==> src/rtl/sort_seq_ctrl_if.sv <==
// RAM-side bus of the sort sequencing controller: one address/write port
// with a synchronous (1-cycle) read data return.
interface sort_seq_ctrl_if #(
  parameter int N = 8,
  parameter int K = 8
) ();
  localparam int AW = $clog2(K);

  logic [AW-1:0] ram_addr;
  logic          ram_we;
  logic [N-1:0]  ram_wdata;
  logic [N-1:0]  ram_rdata;

  modport master (output ram_addr, ram_we, ram_wdata, input  ram_rdata);
  modport slave  (input  ram_addr, ram_we, ram_wdata, output ram_rdata);
endinterface

==> src/rtl/sort_seq_ctrl.sv <==
// Bubble-sort sequencer for a K-entry single-port RAM, sharing the RAM with an
// external load/readback port. Optional macro EARLY_EXIT_EN: stop after a clean pass.
module sort_seq_ctrl #(
  parameter int N = 8,
  parameter int K = 8,
  localparam int AW = $clog2(K)
) (
  input  logic            clk,
  input  logic            rst,
  input  logic            s,
  input  logic            wrinit,
  input  logic            rd,
  input  logic [AW-1:0]   radd,
  input  logic [N-1:0]    din,
  sort_seq_ctrl_if.master ram,
  output logic            busy,
  output logic            done,
  output logic [N-1:0]    dout
);

  typedef enum logic [2:0] {
    IDLE, RD_A, RD_B, CMP, WR_LO, WR_HI, PASS, DONE
  } state_t;

  state_t        state, state_n;
  logic [N-1:0]  a_q, a_n, b_q, b_n;
  logic [AW-1:0] j, j_n, last, last_n;
  logic          swapped, swapped_n;
  logic          rd_q, rd_n;

  logic [AW-1:0] addr;
  logic          we;
  logic [N-1:0]  wdata;
  logic          pass_end;
  logic          finish_pass;

  assign pass_end = (j == last - AW'(1));

  `ifdef EARLY_EXIT_EN
  assign finish_pass = (last == AW'(1)) || !swapped;
  `else
  assign finish_pass = (last == AW'(1));
  `endif

  always_comb begin
    state_n   = state;
    a_n       = a_q;
    b_n       = b_q;
    j_n       = j;
    last_n    = last;
    swapped_n = swapped;
    rd_n      = 1'b0;
    addr      = '0;
    we        = 1'b0;
    wdata     = '0;

    // External port owns the RAM only while the engine is parked.
    if (state == IDLE || state == DONE) begin
      if (wrinit) begin
        we    = 1'b1;
        addr  = radd;
        wdata = din;
      end else if (rd) begin
        addr = radd;
        rd_n = 1'b1;
      end
    end

    case (state)
      IDLE: begin
        if (s) begin
          state_n   = RD_A;
          j_n       = '0;
          last_n    = AW'(K - 1);
          swapped_n = 1'b0;
        end
      end
      RD_A: begin
        addr    = j;
        state_n = RD_B;
      end
      RD_B: begin
        addr    = j + AW'(1);
        a_n     = ram.ram_rdata;
        state_n = CMP;
      end
      CMP: begin
        // B is still in flight, so compare against the returning read data.
        b_n = ram.ram_rdata;
        if (a_q > ram.ram_rdata) begin
          state_n = WR_LO;
        end else if (pass_end) begin
          state_n = PASS;
        end else begin
          j_n     = j + AW'(1);
          state_n = RD_A;
        end
      end
      WR_LO: begin
        we      = 1'b1;
        addr    = j;
        wdata   = b_q;
        state_n = WR_HI;
      end
      WR_HI: begin
        we        = 1'b1;
        addr      = j + AW'(1);
        wdata     = a_q;
        swapped_n = 1'b1;
        if (pass_end) begin
          state_n = PASS;
        end else begin
          j_n     = j + AW'(1);
          state_n = RD_A;
        end
      end
      PASS: begin
        last_n    = last - AW'(1);
        j_n       = '0;
        swapped_n = 1'b0;
        state_n   = finish_pass ? DONE : RD_A;
      end
      DONE: begin
        if (!s) state_n = IDLE;
      end
      default: state_n = IDLE;
    endcase
  end

  always_ff @(posedge clk) begin
    if (rst) begin
      state   <= IDLE;
      a_q     <= '0;
      b_q     <= '0;
      j       <= '0;
      last    <= '0;
      swapped <= 1'b0;
      rd_q    <= 1'b0;
      dout    <= '0;
    end else begin
      state   <= state_n;
      a_q     <= a_n;
      b_q     <= b_n;
      j       <= j_n;
      last    <= last_n;
      swapped <= swapped_n;
      rd_q    <= rd_n;
      if (rd_q) dout <= ram.ram_rdata;
    end
  end

  assign ram.ram_addr  = addr;
  assign ram.ram_we    = we;
  assign ram.ram_wdata = wdata;
  assign busy = (state == RD_A) || (state == RD_B) || (state == CMP) ||
                (state == WR_LO) || (state == WR_HI) || (state == PASS);
  assign done = (state == DONE);

endmodule
==> src/flat_wrapper.sv <==
// flat-port wrapper written by rule: the top's interface ports become plain ports
module sort_seq_ctrl_flat 
#(
  parameter int N = 8,
  parameter int K = 8,
  localparam int AW = $clog2(K)
)
  (clk, rst, s, wrinit, rd, radd, din, busy, done, dout, ram_ram_addr, ram_ram_we, ram_ram_wdata, ram_ram_rdata);
  sort_seq_ctrl_if #(.N(N), .K(K)) ram_i ();
  input  logic clk;
  input  logic rst;
  input  logic s;
  input  logic wrinit;
  input  logic rd;
  input  logic [AW-1:0] radd;
  input  logic [N-1:0] din;
  output logic busy;
  output logic done;
  output logic [N-1:0] dout;
  output wire logic [$bits(ram_i.ram_addr)-1:0] ram_ram_addr;
  output wire logic [$bits(ram_i.ram_we)-1:0] ram_ram_we;
  output wire logic [$bits(ram_i.ram_wdata)-1:0] ram_ram_wdata;
  input wire logic [$bits(ram_i.ram_rdata)-1:0] ram_ram_rdata;
  assign ram_ram_addr = ram_i.ram_addr;
  assign ram_ram_we = ram_i.ram_we;
  assign ram_ram_wdata = ram_i.ram_wdata;
  assign ram_i.ram_rdata = ram_ram_rdata;
  sort_seq_ctrl #(.N(N), .K(K)) u_core (.clk(clk), .rst(rst), .s(s), .wrinit(wrinit), .rd(rd), .radd(radd), .din(din), .ram(ram_i), .busy(busy), .done(done), .dout(dout));
endmodule
==> config.mk <==
export PLATFORM = sky130hd
export DESIGN_NAME = sort_seq_ctrl_flat
export DESIGN_NICKNAME = d
export VERILOG_FILES = /design/src/rtl/sort_seq_ctrl_if.sv /design/src/rtl/sort_seq_ctrl.sv /design/src/flat_wrapper.sv
export SDC_FILE = /design/constraint.sdc
export NUM_CORES = 1
export LEC_CHECK = 0
export CAP_MARGIN = 20
export CORE_AREA = 3 3 105 57
export DETAILED_ROUTE_END_ITERATION = 12
export DIE_AREA = 0 0 108 60
export PLACE_DENSITY = 0.67
export SYNTH_ARGS = -nofsm -noshare
export SYNTH_HDL_FRONTEND = slang
export SYNTH_SLANG_ARGS = --single-unit
==> constraint.sdc <==
create_clock -name clk -period 2.1 [get_ports clk]
set_input_delay 0.42 -clock clk [delete_from_list [all_inputs] [get_ports clk]]
set_output_delay 0.42 -clock clk [all_outputs]
set_load 0.1 [all_outputs]
==> flow_metrics.py <==
metrics = {
    "cts": {
        "clock_latency_ns": 0.29,
        "clockBufferDepth": 2,
        "numCtsBuffers": 5,
        "cts_tree": "done",
        "path_clk_slew_ns": 0.07,
        "root_buffer": "clkbuf_8",
        "htree_levels": 2,
        "cts_sinks": 34,
        "cts_hold_buf": 0,
    },
    "worst_setup_path": {
        "crit_fanout": 13,
        "cp-end-kind": "primary output",
        "crit_start": "u_core.state[1]",
        "critPathRequiredTime_ns": 1.68,
        "worst_setup_path_start_kind": "register",
        "arrival_ns": 1.70,
        "ff2ff_path_depth": 7,
        "worst-setup-path-type": "reg -> out",
        "r2r_start": "u_core.a_q[1]",
    },
    "global_route": {
        "grt_pass1_vias": 1956,
        "grt_max_degree": 25,
        "grt_pass1_wl_mm": 9.363,
        "grt_overflow": 0,
        "grt_use_total_pct": 18.63,
        "antenna_found_initial": 0,
    },
    "logic_synthesis": {
        "synth_top_area_share_pct": 33.87,
        "synth_area_um2": 2009,
        "netlist_top_cells_area": "dfxtp_1 34%, mux2i_1 8.0%, ha_1 6.8%",
        "synth-edff-count": 0,
        "synth_nets": 276,
        "ys_ff_latch": 34,
        "synthCells": 241,
        "yosysMostFrequentCell": "nor2_1",
        "yosysWarnings": 0,
        "async_reset_ff_share_pct": 0,
        "synth_top_area_cell": "dfxtp_1",
        "synth_top_cells_by_count": "36 x nor2_1, 34 x dfxtp_1, 24 x nand2_1",
        "ys_types": 54,
        "ys_seq_area_share_pct": 33.87,
        "synth.avg_cell_area_um2": 8.338,
        "synth-main-ff-cell": "dfxtp_1",
    },
    "final_layout": {
        "finish.utilization_pct": 64.03,
        "antenna_cells": 0,
        "drive_gt1_share_pct": 39.05,
        "final_cell_count_no_fill": 385,
        "synthToLayoutAreaGrowth_pct": 58.59,
        "fin_nets": 350,
    },
    "pwr": {
        "p_leak_nw": 1.292,
        "intPower_mw": 1.204,
        "p_sw_share_pct": 37.20,
        "power.density_nw_per_um2": 601.8,
        "power.switching_mw": 0.7134,
        "ir_worst_vdd_uv": 328.8,
        "pwr-share-seq_pct": 37.1,
        "pwr-share-comb_pct": 39.0,
        "finalPower_mw": 1.918,
        "pwr-share-clk_pct": 23.9,
    },
    "routing": {
        "dr_total_vias": 2017,
        "drt-vias-per-instance": 5.239,
        "postRouteAntennaNets": 0,
        "wl_per_cell_um": 15.35,
        "drc_errors": 0,
        "drtPass1Iterations": 4,
        "drt_first_iter_violations": 88,
        "wirelength_mm": 5.910,
    },
    "die": {
        "die_w_um": 108,
        "die_h_um": 60,
        "rows": 18,
        "core_um2": 4977,
        "die_area_um2": 6480,
        "initial_core_util_pct": 40.37,
        "io_pins": 46,
    },
    "place": {
        "hpwl_mm": 4.117,
        "io_buffers": 45,
        "place_inst": 369,
        "place_congestion": 0.8143,
    },
    "outcome": {
        "failed_checks": "setup timing",
        "status": "finished, violations left",
    },
    "timing": {
        "slew_violations": 0,
        "relSlewSlack_pct": 64.56,
        "layout_min_cycle_time_ns": 2.116,
        "finalHoldViolCount": 0,
        "finalSetupViolCount": 2,
        "period_share_pct": 100.8,
        "max_freq_mhz": 472.6,
        "fin_tns_setup_ns": -0.01785,
        "finalClockSkew_ns": 0.006273,
        "tightest_slew_ns": 0.5309,
        "rsz0062_at_grt": "yes",
        "setup_ws_ns": -0.01606,
    },
    "worst_hold_path": {
        "hold_depth": 2,
        "worstHoldPathType": "reg -> reg",
        "hold_start": "u_core.b_q[3]",
    },
    "flow_run": {
        "maxCapViolCount": 0,
    },
}
-- layout by cell type (no fill, tap or decap), types with 2 or more instances in the layout --
cell,n
nand3_1,2
clkinv_2,2
a21oi_1,16
xnor2_1,5
nor3b_1,3
inv_2,13
buf_4,39
buf_12,14
and3_1,3
a222oi_1,8
nand2_2,2
buf_6,4
dfxtp_2,3
nor2_4,6
ha_4,6
o21ai_2,2
o21ai_0,3
dlygate4sd2_1,8
clkbuf_8,5
nor4b_1,2
dfxtp_1,28
dfxtp_4,3
nor2_1,30
a21oi_2,3
mux2i_1,16
inv_1,7
a211oi_1,2
clkdlybuf4s50_1,14
nand2_1,22
ha_1,5
-- kinds of logic (layout without fill, tap and decap cells) --
kind of cell | count (synthesis) | after routing | synth area share, %
XOR/XNOR | 7 | 7 | 3.051
flip-flops | 34 | 34 | 33.87
adder cells (fa/ha/maj) | 11 | 11 | 6.849
AND/OR/NAND/NOR | 87 | 87 | 21.67
multiplexers | 18 | 18 | 9.277
AO/OA/AOI/OAI | 50 | 50 | 18.24
buffers and inverters | 34 | 108 | 7.035
-- critical path, cell delays in order (launching register included) --
cell	delay [ns]
dfxtp_4	0.41
buf_6	0.18
nor2_1	0.07
a22oi_1	0.17
nor2_1	0.06
a221o_4	0.34
buf_12	0.17
-- per-layer routing --
layer	vias to the layer above	global-route usage [%]	share of wire, %
met1	959	23.46	44
li1	991	-	-
met2	57	32.51	49
met3	10	3.776	5.4
met5	-	0	0
met4	0	6.115	1.6
-- layout make-up --
type | count | area [um2]
fill | 421 | 1790
multi-input combinational | 173 | 1401
timing repair buffer | 80 | 839.6
sequential | 34 | 695.7
tap | 70 | 87.58
inverter | 21 | 83.83
clock buffer | 5 | 68.82
clock inverter | 2 | 10.01
-- power by group through the flow --
stage | clock [mW] | sequential, mW | combinational (mW)
3_5_place_dp | 0 | 0.721 | 0.698
4_1_cts | 0.475 | 0.708 | 0.736
5_1_grt | 0.499 | 0.714 | 0.785
6_report | 0.459 | 0.711 | 0.748
3_3_place_gp | 0 | 0.719 | 0.691
2_1_floorplan | 0 | 0.745 | 0.419
-- worst paths after layout --
| path | to | slack [ns] |
|---|---|---|
| setup reg to reg | u_core.j[0] | 0.04 |
| hold / removal | u_core.b_q[3] | 0.46 |
| hold reg to reg | u_core.b_q[3] | 0.46 |
| setup / recovery | ram_ram_addr[2] | -0.02 |
-- registers in the layout, indices dropped and copies added, names as in the netlist --
| register | cells |
|---|---|
| u_core.a_q | 8 |
| u_core.b_q | 8 |
| u_core.dout | 8 |
| u_core.j | 3 |
| u_core.last | 3 |
| u_core.rd_q | 1 |
| u_core.state | 3 |
-- metrics by stage --
stage          hold slack (ns)  cell area, um2  setup WS, ns
2_1_floorplan           0.4357            2085       -0.3594
3_3_place_gp            0.4422            2868       -0.5001
3_5_place_dp            0.4465            2868       -0.5732
4_1_cts                 0.4566            3144     -0.001330
5_1_grt                 0.4812            3187       -0.1026
6_report                0.4555            3187      -0.01606
-- what timing repair did --
action / in CTS / in global routing
gates cloned: 0 / 0
setup endpoints to repair: 17 / 15
gates resized for setup: 45 / 6
setup buffers: 8 / 1
pin swaps: 11 / 8
Power figures use the tool's default switching activity.
